$ cat src/rtl/nn_game_pkg.sv
`default_nettype none
// ============================================================================
// Module      : nn_game_pkg
// Description : Shared definitions for the game datapath: direction codes,
//               move-controller state encoding, default grid size and a
//               reversal helper.
// Revision    : 1.0 - initial release
// ============================================================================
package nn_game_pkg;

  // Direction codes as produced by neural_network
  localparam logic [1:0] DIR_UP    = 2'd0;
  localparam logic [1:0] DIR_RIGHT = 2'd1;
  localparam logic [1:0] DIR_DOWN  = 2'd2;
  localparam logic [1:0] DIR_LEFT  = 2'd3;

  // Default playfield size in cells
  localparam int GRID_W_DEF = 32;
  localparam int GRID_H_DEF = 24;

  // Move-controller sequence states
  typedef enum logic [1:0] {
    ST_IDLE   = 2'd0,
    ST_SENSE  = 2'd1,
    ST_DECIDE = 2'd2,
    ST_MOVE   = 2'd3
  } move_state_t;

  // Opposite directions differ only in bit 1 of the encoding
  function automatic logic is_reversal(input logic [1:0] req_dir,
                                       input logic [1:0] cur_dir);
    return req_dir == (cur_dir ^ 2'b10);
  endfunction

endpackage
`default_nettype wire

$ cat src/rtl/nn_tick_gen.sv
`default_nettype none
// ============================================================================
// Module      : nn_tick_gen
// Description : Game-tick divider. Counts enabled clk cycles and emits a
//               one-cycle tick while the counter sits on its last value;
//               the count freezes whenever en is low.
// Revision    : 1.0 - initial release
// ============================================================================
module nn_tick_gen #(
  parameter int TICK_DIV = 25000000
) (
  input  logic clk,
  input  logic rst_n,
  input  logic en,
  output logic tick
);

  localparam int            c_cnt_w = (TICK_DIV > 1) ? $clog2(TICK_DIV) : 1;
  localparam logic [c_cnt_w-1:0] c_last = c_cnt_w'(TICK_DIV - 1);

  // The move sequence needs four cycles, so a shorter period would drop ticks
  generate
    if (TICK_DIV < 4) begin : g_tick_div_check
      $error("nn_tick_gen: TICK_DIV must be at least 4");
    end
  endgenerate

  logic [c_cnt_w-1:0] r_cnt;
  logic               w_at_last;

  assign w_at_last = (r_cnt == c_last);
  assign tick      = en & w_at_last;

  // Free-running divider, held while the game is paused
  always_ff @(posedge clk) begin
    if (!rst_n) begin
      r_cnt <= '0;
    end else if (en) begin
      r_cnt <= w_at_last ? '0 : r_cnt + c_cnt_w'(1);
    end
  end

endmodule
`default_nettype wire

$ cat src/rtl/nn_move_ctrl.sv
`default_nettype none
// ============================================================================
// Module      : nn_move_ctrl
// Description : Per-tick move sequencer behind neural_network. Requests a
//               sensor snapshot, samples the 2-bit decision after one settle
//               cycle, rejects 180-degree reversals and steps the head one
//               cell. Outputs are registered.
//               Build option NN_MOVE_WRAP_EN: grid edges wrap around and
//               hit_wall is tied low. Without it, a step off the grid keeps
//               the head in place and sets the sticky hit_wall flag.
// Revision    : 1.0 - initial release
// ============================================================================
module nn_move_ctrl
  import nn_game_pkg::*;
#(
  parameter int GRID_W   = GRID_W_DEF,
  parameter int GRID_H   = GRID_H_DEF,
  parameter int X_W      = 5,
  parameter int Y_W      = 5,
  parameter int TICK_DIV = 25000000
) (
  input  logic           clk,
  input  logic           rst_n,
  input  logic           en,
  input  logic [1:0]     nn_dir,
  output logic           sense_req,
  output logic [1:0]     cur_dir,
  output logic [X_W-1:0] head_x,
  output logic [Y_W-1:0] head_y,
  output logic           step_valid,
  output logic           hit_wall
);

  localparam logic [X_W-1:0] c_x_max  = X_W'(GRID_W - 1);
  localparam logic [Y_W-1:0] c_y_max  = Y_W'(GRID_H - 1);
  localparam logic [X_W-1:0] c_x_home = X_W'(GRID_W / 2);
  localparam logic [Y_W-1:0] c_y_home = Y_W'(GRID_H / 2);

  generate
    if (GRID_W < 2 || GRID_H < 2) begin : g_grid_check
      $error("nn_move_ctrl: grid must be at least 2x2");
    end
    if ((64'd1 << X_W) < 64'(GRID_W) || (64'd1 << Y_W) < 64'(GRID_H)) begin : g_width_check
      $error("nn_move_ctrl: X_W/Y_W too narrow for the grid");
    end
  endgenerate

  logic           w_tick;
  move_state_t    r_state, w_state_nxt;
  logic [1:0]     r_cur_dir, w_cur_dir_nxt, w_move_dir;
  logic [X_W-1:0] r_head_x, w_head_x_nxt, w_step_x;
  logic [Y_W-1:0] r_head_y, w_head_y_nxt, w_step_y;
  logic           r_sense_req, w_sense_req_nxt;
  logic           r_step_valid, w_step_valid_nxt;
  logic           r_hit_wall, w_hit_wall_nxt;
  logic           w_off_grid;

  nn_tick_gen #(
    .TICK_DIV (TICK_DIV)
  ) u_tick_gen (
    .clk   (clk),
    .rst_n (rst_n),
    .en    (en),
    .tick  (w_tick)
  );

  // Candidate head position for the current decision, with edge detection
  always_comb begin
    w_move_dir = is_reversal(nn_dir, r_cur_dir) ? r_cur_dir : nn_dir;
    w_step_x   = r_head_x;
    w_step_y   = r_head_y;
    w_off_grid = 1'b0;
    case (w_move_dir)
      DIR_UP: begin
        if (r_head_y == '0) begin
`ifdef NN_MOVE_WRAP_EN
          w_step_y = c_y_max;
`else
          w_off_grid = 1'b1;
`endif
        end else begin
          w_step_y = r_head_y - Y_W'(1);
        end
      end
      DIR_DOWN: begin
        if (r_head_y == c_y_max) begin
`ifdef NN_MOVE_WRAP_EN
          w_step_y = '0;
`else
          w_off_grid = 1'b1;
`endif
        end else begin
          w_step_y = r_head_y + Y_W'(1);
        end
      end
      DIR_LEFT: begin
        if (r_head_x == '0) begin
`ifdef NN_MOVE_WRAP_EN
          w_step_x = c_x_max;
`else
          w_off_grid = 1'b1;
`endif
        end else begin
          w_step_x = r_head_x - X_W'(1);
        end
      end
      default: begin
        if (r_head_x == c_x_max) begin
`ifdef NN_MOVE_WRAP_EN
          w_step_x = '0;
`else
          w_off_grid = 1'b1;
`endif
        end else begin
          w_step_x = r_head_x + X_W'(1);
        end
      end
    endcase
  end

  // Sequencer next state and next register values. The decision is sampled
  // on the DECIDE->MOVE edge, so the new head is visible during MOVE.
  always_comb begin
    w_state_nxt      = r_state;
    w_sense_req_nxt  = 1'b0;
    w_step_valid_nxt = 1'b0;
    w_cur_dir_nxt    = r_cur_dir;
    w_head_x_nxt     = r_head_x;
    w_head_y_nxt     = r_head_y;
    w_hit_wall_nxt   = r_hit_wall;
    case (r_state)
      ST_IDLE: begin
        if (w_tick && !r_hit_wall) begin
          w_state_nxt     = ST_SENSE;
          w_sense_req_nxt = 1'b1;
        end
      end
      ST_SENSE: begin
        w_state_nxt = ST_DECIDE;
      end
      ST_DECIDE: begin
        w_state_nxt      = ST_MOVE;
        w_step_valid_nxt = 1'b1;
        w_cur_dir_nxt    = w_move_dir;
        w_head_x_nxt     = w_step_x;
        w_head_y_nxt     = w_step_y;
        if (w_off_grid) begin
          w_hit_wall_nxt = 1'b1;
        end
      end
      ST_MOVE: begin
        w_state_nxt = ST_IDLE;
      end
      default: begin
        w_state_nxt = ST_IDLE;
      end
    endcase
  end

  // State and output registers
  always_ff @(posedge clk) begin
    if (!rst_n) begin
      r_state      <= ST_IDLE;
      r_cur_dir    <= DIR_RIGHT;
      r_head_x     <= c_x_home;
      r_head_y     <= c_y_home;
      r_sense_req  <= 1'b0;
      r_step_valid <= 1'b0;
      r_hit_wall   <= 1'b0;
    end else begin
      r_state      <= w_state_nxt;
      r_cur_dir    <= w_cur_dir_nxt;
      r_head_x     <= w_head_x_nxt;
      r_head_y     <= w_head_y_nxt;
      r_sense_req  <= w_sense_req_nxt;
      r_step_valid <= w_step_valid_nxt;
      r_hit_wall   <= w_hit_wall_nxt;
    end
  end

  assign sense_req  = r_sense_req;
  assign cur_dir    = r_cur_dir;
  assign head_x     = r_head_x;
  assign head_y     = r_head_y;
  assign step_valid = r_step_valid;
`ifdef NN_MOVE_WRAP_EN
  assign hit_wall   = 1'b0;
`else
  assign hit_wall   = r_hit_wall;
`endif

endmodule
`default_nettype wire

$ cat config.mk
export PLATFORM = sky130hd
export DESIGN_NAME = nn_move_ctrl
export DESIGN_NICKNAME = d
export VERILOG_FILES = /design/src/rtl/nn_game_pkg.sv /design/src/rtl/nn_tick_gen.sv /design/src/rtl/nn_move_ctrl.sv
export SDC_FILE = /design/constraint.sdc
export NUM_CORES = 1
export LEC_CHECK = 0
export CAP_MARGIN = 20
export CORE_ASPECT_RATIO = 1.75
export CORE_MARGIN = 3
export CORE_UTILIZATION = 43
export DETAILED_ROUTE_END_ITERATION = 12
export DONT_BUFFER_PORTS = 1
export PLACE_DENSITY = 0.57
export SLEW_MARGIN = 40
export SYNTH_ARGS = -nofsm -noshare
export SYNTH_HDL_FRONTEND = slang
export SYNTH_SLANG_ARGS = --single-unit
$ cat constraint.sdc
create_clock -name clk -period 3.3 [get_ports clk]
set_input_delay 0.99 -clock clk [delete_from_list [all_inputs] [get_ports clk]]
set_output_delay 0.99 -clock clk [all_outputs]
set_load 0.05 [all_outputs]
==> results of run 1 <==
routing by layer:
layer / wire length, µm / track usage / up-vias
met3: 141 / 0.0462 / 8
met5: 0 / 0 / -
met4: 95 / 0.0768 / 0
met2: 2260 / 0.281 / 22
li1: - / - / 854
met1: 1570 / 0.165 / 761
state kept, by name (all words and copies together) (netlist names):
name and cells:
head_y 5, head_x 5, r_state 2, sense_req 1
u_tick_gen.r_cnt 25, cur_dir 2, hit_wall 1, step_valid 1
worst min-delay path, cell delays in order (launching register included):
cell	delay [ns]
dfxtp_1	0.33
nand2_1	0.05
mux2i_1	0.05
worst paths after layout:
path,from,end,cells past startpoint
worst max-delay path,cur_dir[0]$_SDFFE_PN1P_,head_x[4]$_SDFFE_PN1P_,10
worst min-delay path,r_state[0]$_SDFFE_PN0P_,r_state[0]$_SDFFE_PN0P_,2
worst max register to register,cur_dir[0]$_SDFFE_PN1P_,head_x[4]$_SDFFE_PN1P_,10
worst min register to register,r_state[0]$_SDFFE_PN0P_,r_state[0]$_SDFFE_PN0P_,2
where the power goes:
part	internal [mW]	leakage, nW	switching [mW]	total (mW)
registers	0.509	0.339	0.00230	0.511
clock network	0.158	0.0506	0.198	0.356
logic	0.0125	0.591	0.0133	0.0259
per-stage QoR:
step / power, mW / std cells
detailed placement: 0.549 / 298
global placement: 0.549 / 298
CTS: 0.908 / 306
finish: 0.893 / 306
global route: 0.931 / 306
floorplan: 0.549 / 243
placed cells by master (no fill, tap or decap), drive strengths merged, types with 2 or more instances in the layout:
master,instances
dfxtp,42
nor2,32
nand2,20
xor2,20
nand3,14
xnor2,12
ha,10
mux2i,10
nand4,10
inv,10
buf,7
and2,6
a21oi,6
nor4,5
nor2b,5
clkbuf,5
and3,3
and4,3
nand2b,3
a21o,3
o21ai,3
mux2,2
o211ai,2
o21bai,2
o211a,2
fa,2
nor3,2
cells by family (layout without fill, tap and decap cells):
logic type               count (synthesis)  in the layout
AO/OA/AOI/OAI                           22             22
AND/OR/NAND/NOR                        108            108
flip-flops                              42             42
adder cells (fa/ha/maj)                 12             12
buffers and inverters                   14             23
multiplexers                            13             13
XOR/XNOR                                32             32
layout make-up:
type,count,share of cell area
multi-input combinational,187,0.548
clock buffer,5,0.0286
timing repair buffer,7,0.0218
inverter,8,0.0125
clock inverter,3,0.0120
sequential,42,0.349
tap,54,0.0281
==> out/qor.csv, run 1 <==
stage,metric,value,unit
worst_hold_path,hp-class,reg2reg,
layout,drive_above_1_share,0.0913,
clock_tree,numCtsBuffers,5,
timing,final.period_utilization,0.795,
layout,utilization,0.483,
logic_synthesis,avgSynthCellArea,9.11,µm²
timing,fin_ws,0.676,ns
critical_path,path_common_cell,mux2_2,
logic_synthesis,synth.area.mux_share,0.0689,
outcome,outcome,finished clean,
logic_synthesis,synth_cell_type_count,41,
routing,firstDrtPassIters,4,
critical_path,path_class,reg2reg,
placement,place_ws,0.410,ns
logic_synthesis,ys_ff_latch,42,
grt,track_usage,0.159,
logic_synthesis,synth.most_common_cell,dfxtp_1,
timing,final-setup-viol-count,0,
logic_synthesis,synth_area_leaders,"dfxtp_1 38%, xor2_1 7.9%, ha_1 5.6%",
placement,dp_hpwl,3.08,mm
timing,finalClockSkew,0.0163,ns
clock_tree,clock_path_buffers,2,
layout,antenna_cells,0,
die,initial_core_util,0.445,
layout,stdcell_area,2410,µm²
clock_tree,clk_latency,0.31,ns
clock_tree,ctsHoldBuffers,0,
logic_synthesis,seq_area_frac_synth,0.380,
timing,fin_tns_setup,0,ns
timing,worstMarginPinSlew,0.711,ns
routing,wl_per_cell,13.3,µm
logic_synthesis,yosys.area_share.simple,0.249,
grt,grt_pass1_wl,7.38,mm
logic_synthesis,synthXorXnorAreaFrac,0.127,
routing,drt.antenna.violating_nets,0,
logic_synthesis,synth_nets,260,
timing,final_max_slew_viol_count,0,
run,cap_violations,0,
clock_tree,cts_resized,0,
layout,multi_input_area,1320,µm²
critical_path,worstPathRequired,3.49,ns
timing,hold_violations,0,
clock_tree,cts_setup_buffers,0,
logic_synthesis,yosys_warnings,0,
timing,grt_setup_unrepaired,no,
die,ios,20,
critical_path,worstPathMaxFanout,4,
routing,first_iter_violations,37,
clock_tree,cts_tree,done,
clock_tree,numClockSinks,42,
placement,gp_congestion,0.805,
clock_tree,clock-root-buffer,clkbuf_8,
logic_synthesis,synth_compound_gate_area_share,0.0757,
grt,grt_max_degree,23,
critical_path,crit_chain,buf_4 -> mux2_2 -> nand2_1 -> inv_1 -> ha_1 -> nor2b_1 -> o21ai_0 -> a21oi_1 -> and3b_1 -> mux2_2,
critical_path,crit_family,multiplexers,
placement,dpl_cell_area,2310,µm²
critical_path,worstPathArrival,2.82,ns
die,rows,34,
logic_synthesis,synth_top_area_share,0.380,
layout,regArea,841,µm²
critical_path,end_kind,flip-flop,
die,die_h,101,µm
logic_synthesis,synth_enable_flop_cells,0,
critical_path,r2r_slack,0.68,ns
placement,io_buffers,0,
critical_path,worst-path-buf-inv,2,
logic_synthesis,async_flop_share,0,
die,die-area,6080,µm²
grt,grt_pass1_vias,1684,
timing,fin_hold_ws,0.471,ns
logic_synthesis,synth_area_leader_cell,dfxtp_1,
critical_path,worst_path_largest_cell_delay,0.39,ns
routing,wl,4.07,mm
logic_synthesis,synth_cells,243,
logic_synthesis,synth_top_family_by_area,simple AND/OR/NAND/NOR gates,
layout,nets,268,
timing,max_freq,0.381,GHz
power_and_ir_drop,ir_worst_vdd,0.000299,V
routing,dr_total_vias,1645,
logic_synthesis,synth_common_cells,"42 x dfxtp_1, 32 x nor2_1, 20 x nand2_1, 20 x xor2_1, 14 x nand3_1",
logic_synthesis,syn_area,2210,µm²
timing,fin_crit,2.62,ns
critical_path,start_kind,flip-flop,
die,core_area,4980,µm²
clock_tree,clkTransAtPathRegs,0.10,ns
power_and_ir_drop,power_density,371,nW/µm²
power_and_ir_drop,p_leak,0.981,nW
clock_tree,htreeDepth,2,
layout,syn2layout_area_growth,8.64,%
routing,via_per_inst,5.38,
critical_path,slowest_stage,dfxtp_1,
logic_synthesis,synth_flop_cell,dfxtp_1,
layout,fillers,477,
grt,grt-ovfl-total,0,
die,dieWidth,60.3,µm
logic_synthesis,synthAdderAreaFrac,0.0746,
routing,drc,0,
grt,antenna_found_initial,0,
timing,relSlewSlack,0.526,
Power figures use the tool's default switching activity.
==> run 2, diff against run 1 <==
- clock period: 3.3 -> 2.5 ns (I/O delays scaled with it)
==> run 2 against run 1 <==
Effect of this change: routed wire length increased by 3.5%; critical path depth is 2 lower; worst setup slack worse by 0.37 ns; final area grew 4.7%; clock skew fell by 0.0078 ns; sequential cell count stayed put; clock-buffer cell count stayed put; combinational power increased by 47%; die area unchanged; register-to-register slack worse by 0.37 ns; hold slack got worse by 0.0012 ns; critical path type is now in2reg; sequential power increased by 32%.
==> out/qor.csv, run 2 (synthesis gave the netlist of run 1 again) <==
stage,metric,value,unit,change
timing,grt_setup_unrepaired,no,,
critical_path,worst_path_largest_cell_delay,0.40,ns,about the same
power_and_ir_drop,p_leak,1.05,nW,+7.4%
die,core_area,4980,µm²,unchanged
clock_tree,numCtsBuffers,5,,unchanged
worst_hold_path,hp-class,reg2reg,,
die,dieWidth,60.3,µm,unchanged
power_and_ir_drop,power_density,456,nW/µm²,+23%
routing,wl_per_cell,13.1,µm,-1.6%
timing,finalClockSkew,0.00849,ns,-0.00780 ns
die,rows,34,,unchanged
placement,post-place-cells,314,,+5.4%
clock_tree,clkTransAtPathRegs,0.09,ns,about the same
clock_tree,clk_latency,0.29,ns,-0.02 ns
timing,fin_hold_ws,0.470,ns,-0.00118 ns
placement,dpl_cell_area,2430,µm²,+5.3%
die,die-area,6080,µm²,unchanged
timing,relSlewSlack,0.598,,+0.0729
timing,hold_violations,0,,unchanged
outcome,outcome,finished clean,,
layout,largest_register_ffs,25,,unchanged
timing,final_max_slew_viol_count,0,,unchanged
routing,drt.antenna.violating_nets,0,,unchanged
grt,grt_max_degree,23,,unchanged
clock_tree,clock-root-buffer,clkbuf_8,,
layout,antenna_cells,0,,unchanged
placement,gp_congestion,0.814,,+1.1%
clock_tree,ctsHoldBuffers,0,,unchanged
critical_path,r2r_slack,0.31,ns,-0.37 ns
power_and_ir_drop,power,1.15,mW,+29%
layout,syn2layout_area_growth,13.8,%,
run,cap_violations,0,,unchanged
routing,dr_total_vias,1730,,+5.2%
die,initial_core_util,0.445,,unchanged
grt,antenna_found_initial,0,,unchanged
critical_path,end_kind,flip-flop,,
placement,place_ws,-0.0110,ns,-0.421 ns
routing,drc,0,,unchanged
placement,io_buffers,0,,unchanged
grt,track_usage,0.159,,unchanged
timing,final.period_utilization,0.879,,
routing,wl,4.22,mm,+3.5%
timing,fin_crit,2.20,ns,
clock_tree,cts_tree,done,,
timing,max_freq,0.455,GHz,
critical_path,path_class,in2reg,,
critical_path,slowest_stage,fa_1,,
layout,top_register,u_tick_gen.r_cnt,,
routing,first_iter_violations,32,,-14%
critical_path,worstPathRequired,2.72,ns,-0.77 ns
grt,grt-ovfl-total,0,,unchanged
layout,stdcell_area,2520,µm²,+4.7%
clock_tree,numClockSinks,42,,unchanged
clock_tree,cts_setup_buffers,0,,unchanged
routing,firstDrtPassIters,4,,unchanged
layout,drive_above_1_share,0.149,,+0.0580
power_and_ir_drop,ir_worst_vdd,0.000418,V,+40%
critical_path,worstPathMaxFanout,4,,unchanged
clock_tree,clock_path_buffers,2,,unchanged
clock_tree,cts_resized,0,,unchanged
layout,nets,284,,+6.0%
critical_path,start_kind,primary input,,
critical_path,worstPathArrival,2.42,ns,-0.40 ns
critical_path,crit_chain,mux2i_1 -> or2_2 -> fa_1 -> a21o_1 -> a21oi_1 -> xor2_1 -> or3_1 -> a21boi_0,,
routing,via_per_inst,5.37,,about the same
placement,dp_hpwl,3.30,mm,+7.0%
timing,worstMarginPinSlew,0.601,ns,-0.109 ns
grt,grt_pass1_wl,7.64,mm,+3.6%
timing,fin_ws,0.303,ns,-0.373 ns
layout,final_cell_mix,"41 x dfxtp_1, 32 x nor2_1, 23 x buf_4",,
layout,stdcell_count,322,,+5.2%
clock_tree,htreeDepth,2,,unchanged
timing,final-setup-viol-count,0,,unchanged
layout,final_common_cell,dfxtp_1,,
grt,grt_pass1_vias,1792,,+6.4%
die,die_h,101,µm,unchanged
die,ios,20,,unchanged
-- run 2: changes by cell type in the layout (fill, tap and decap cells not counted), sizes merged --
cell      change
clkinv        +1
clkinvlp      +1
buf          +16
inv           -2
-- run 2: worst max-delay path, delay by kind of cell --
kind                       cells  cell delay [ns]
and+or+nand+nor                2             0.63
xor gates and xnor gates       1             0.09
adders and majority gates      1             0.40
AOI/OAI and AO/OA              3             0.52
muxes                          1             0.04
-- run 2: final cells by class --
cell class | count | area, µm²
fill | 491 | 2460
multi-input combinational | 187 | 1320
sequential | 42 | 842
timing repair buffer | 23 | 173
clock buffer | 5 | 68.8
tap | 54 | 67.6
inverter | 8 | 30.0
clock inverter | 3 | 21.3
-- run 2: per-stage QoR --
stage	utilization	setup TNS [ns]
6_report	0.506	0
5_1_grt	0.506	0
4_1_cts	0.506	0
3_5_place_dp	0.488	-0.0110
3_3_place_gp	0.488	0
2_1_floorplan	-	0
-- run 2: final timing paths --
path,startpoint,endpoint,cells past startpoint
min,r_state[0]$_SDFFE_PN0P_,r_state[0]$_SDFFE_PN0P_,2
max reg2reg,cur_dir[0]$_SDFFE_PN1P_,head_x[4]$_SDFFE_PN1P_,9
max,nn_dir[1],head_y[4]$_SDFFE_PN0P_,8
min reg2reg,r_state[0]$_SDFFE_PN0P_,r_state[0]$_SDFFE_PN0P_,2
-- run 2: routing by layer --
metal | vias up | routed length [µm] | track usage
met3 | 8 | 109 | 0.0282
met5 | - | 0 | 0
li1 | 882 | - | -
met2 | 20 | 2430 | 0.311
met1 | 820 | 1600 | 0.156
met4 | 0 | 76 | 0.0580
-- run 2: power by group --
group / total (mW) / internal, mW / switching [mW]
Clock: 0.436 / 0.196 / 0.240
Combinational: 0.0380 / 0.0196 / 0.0184
Sequential: 0.675 / 0.672 / 0.00318
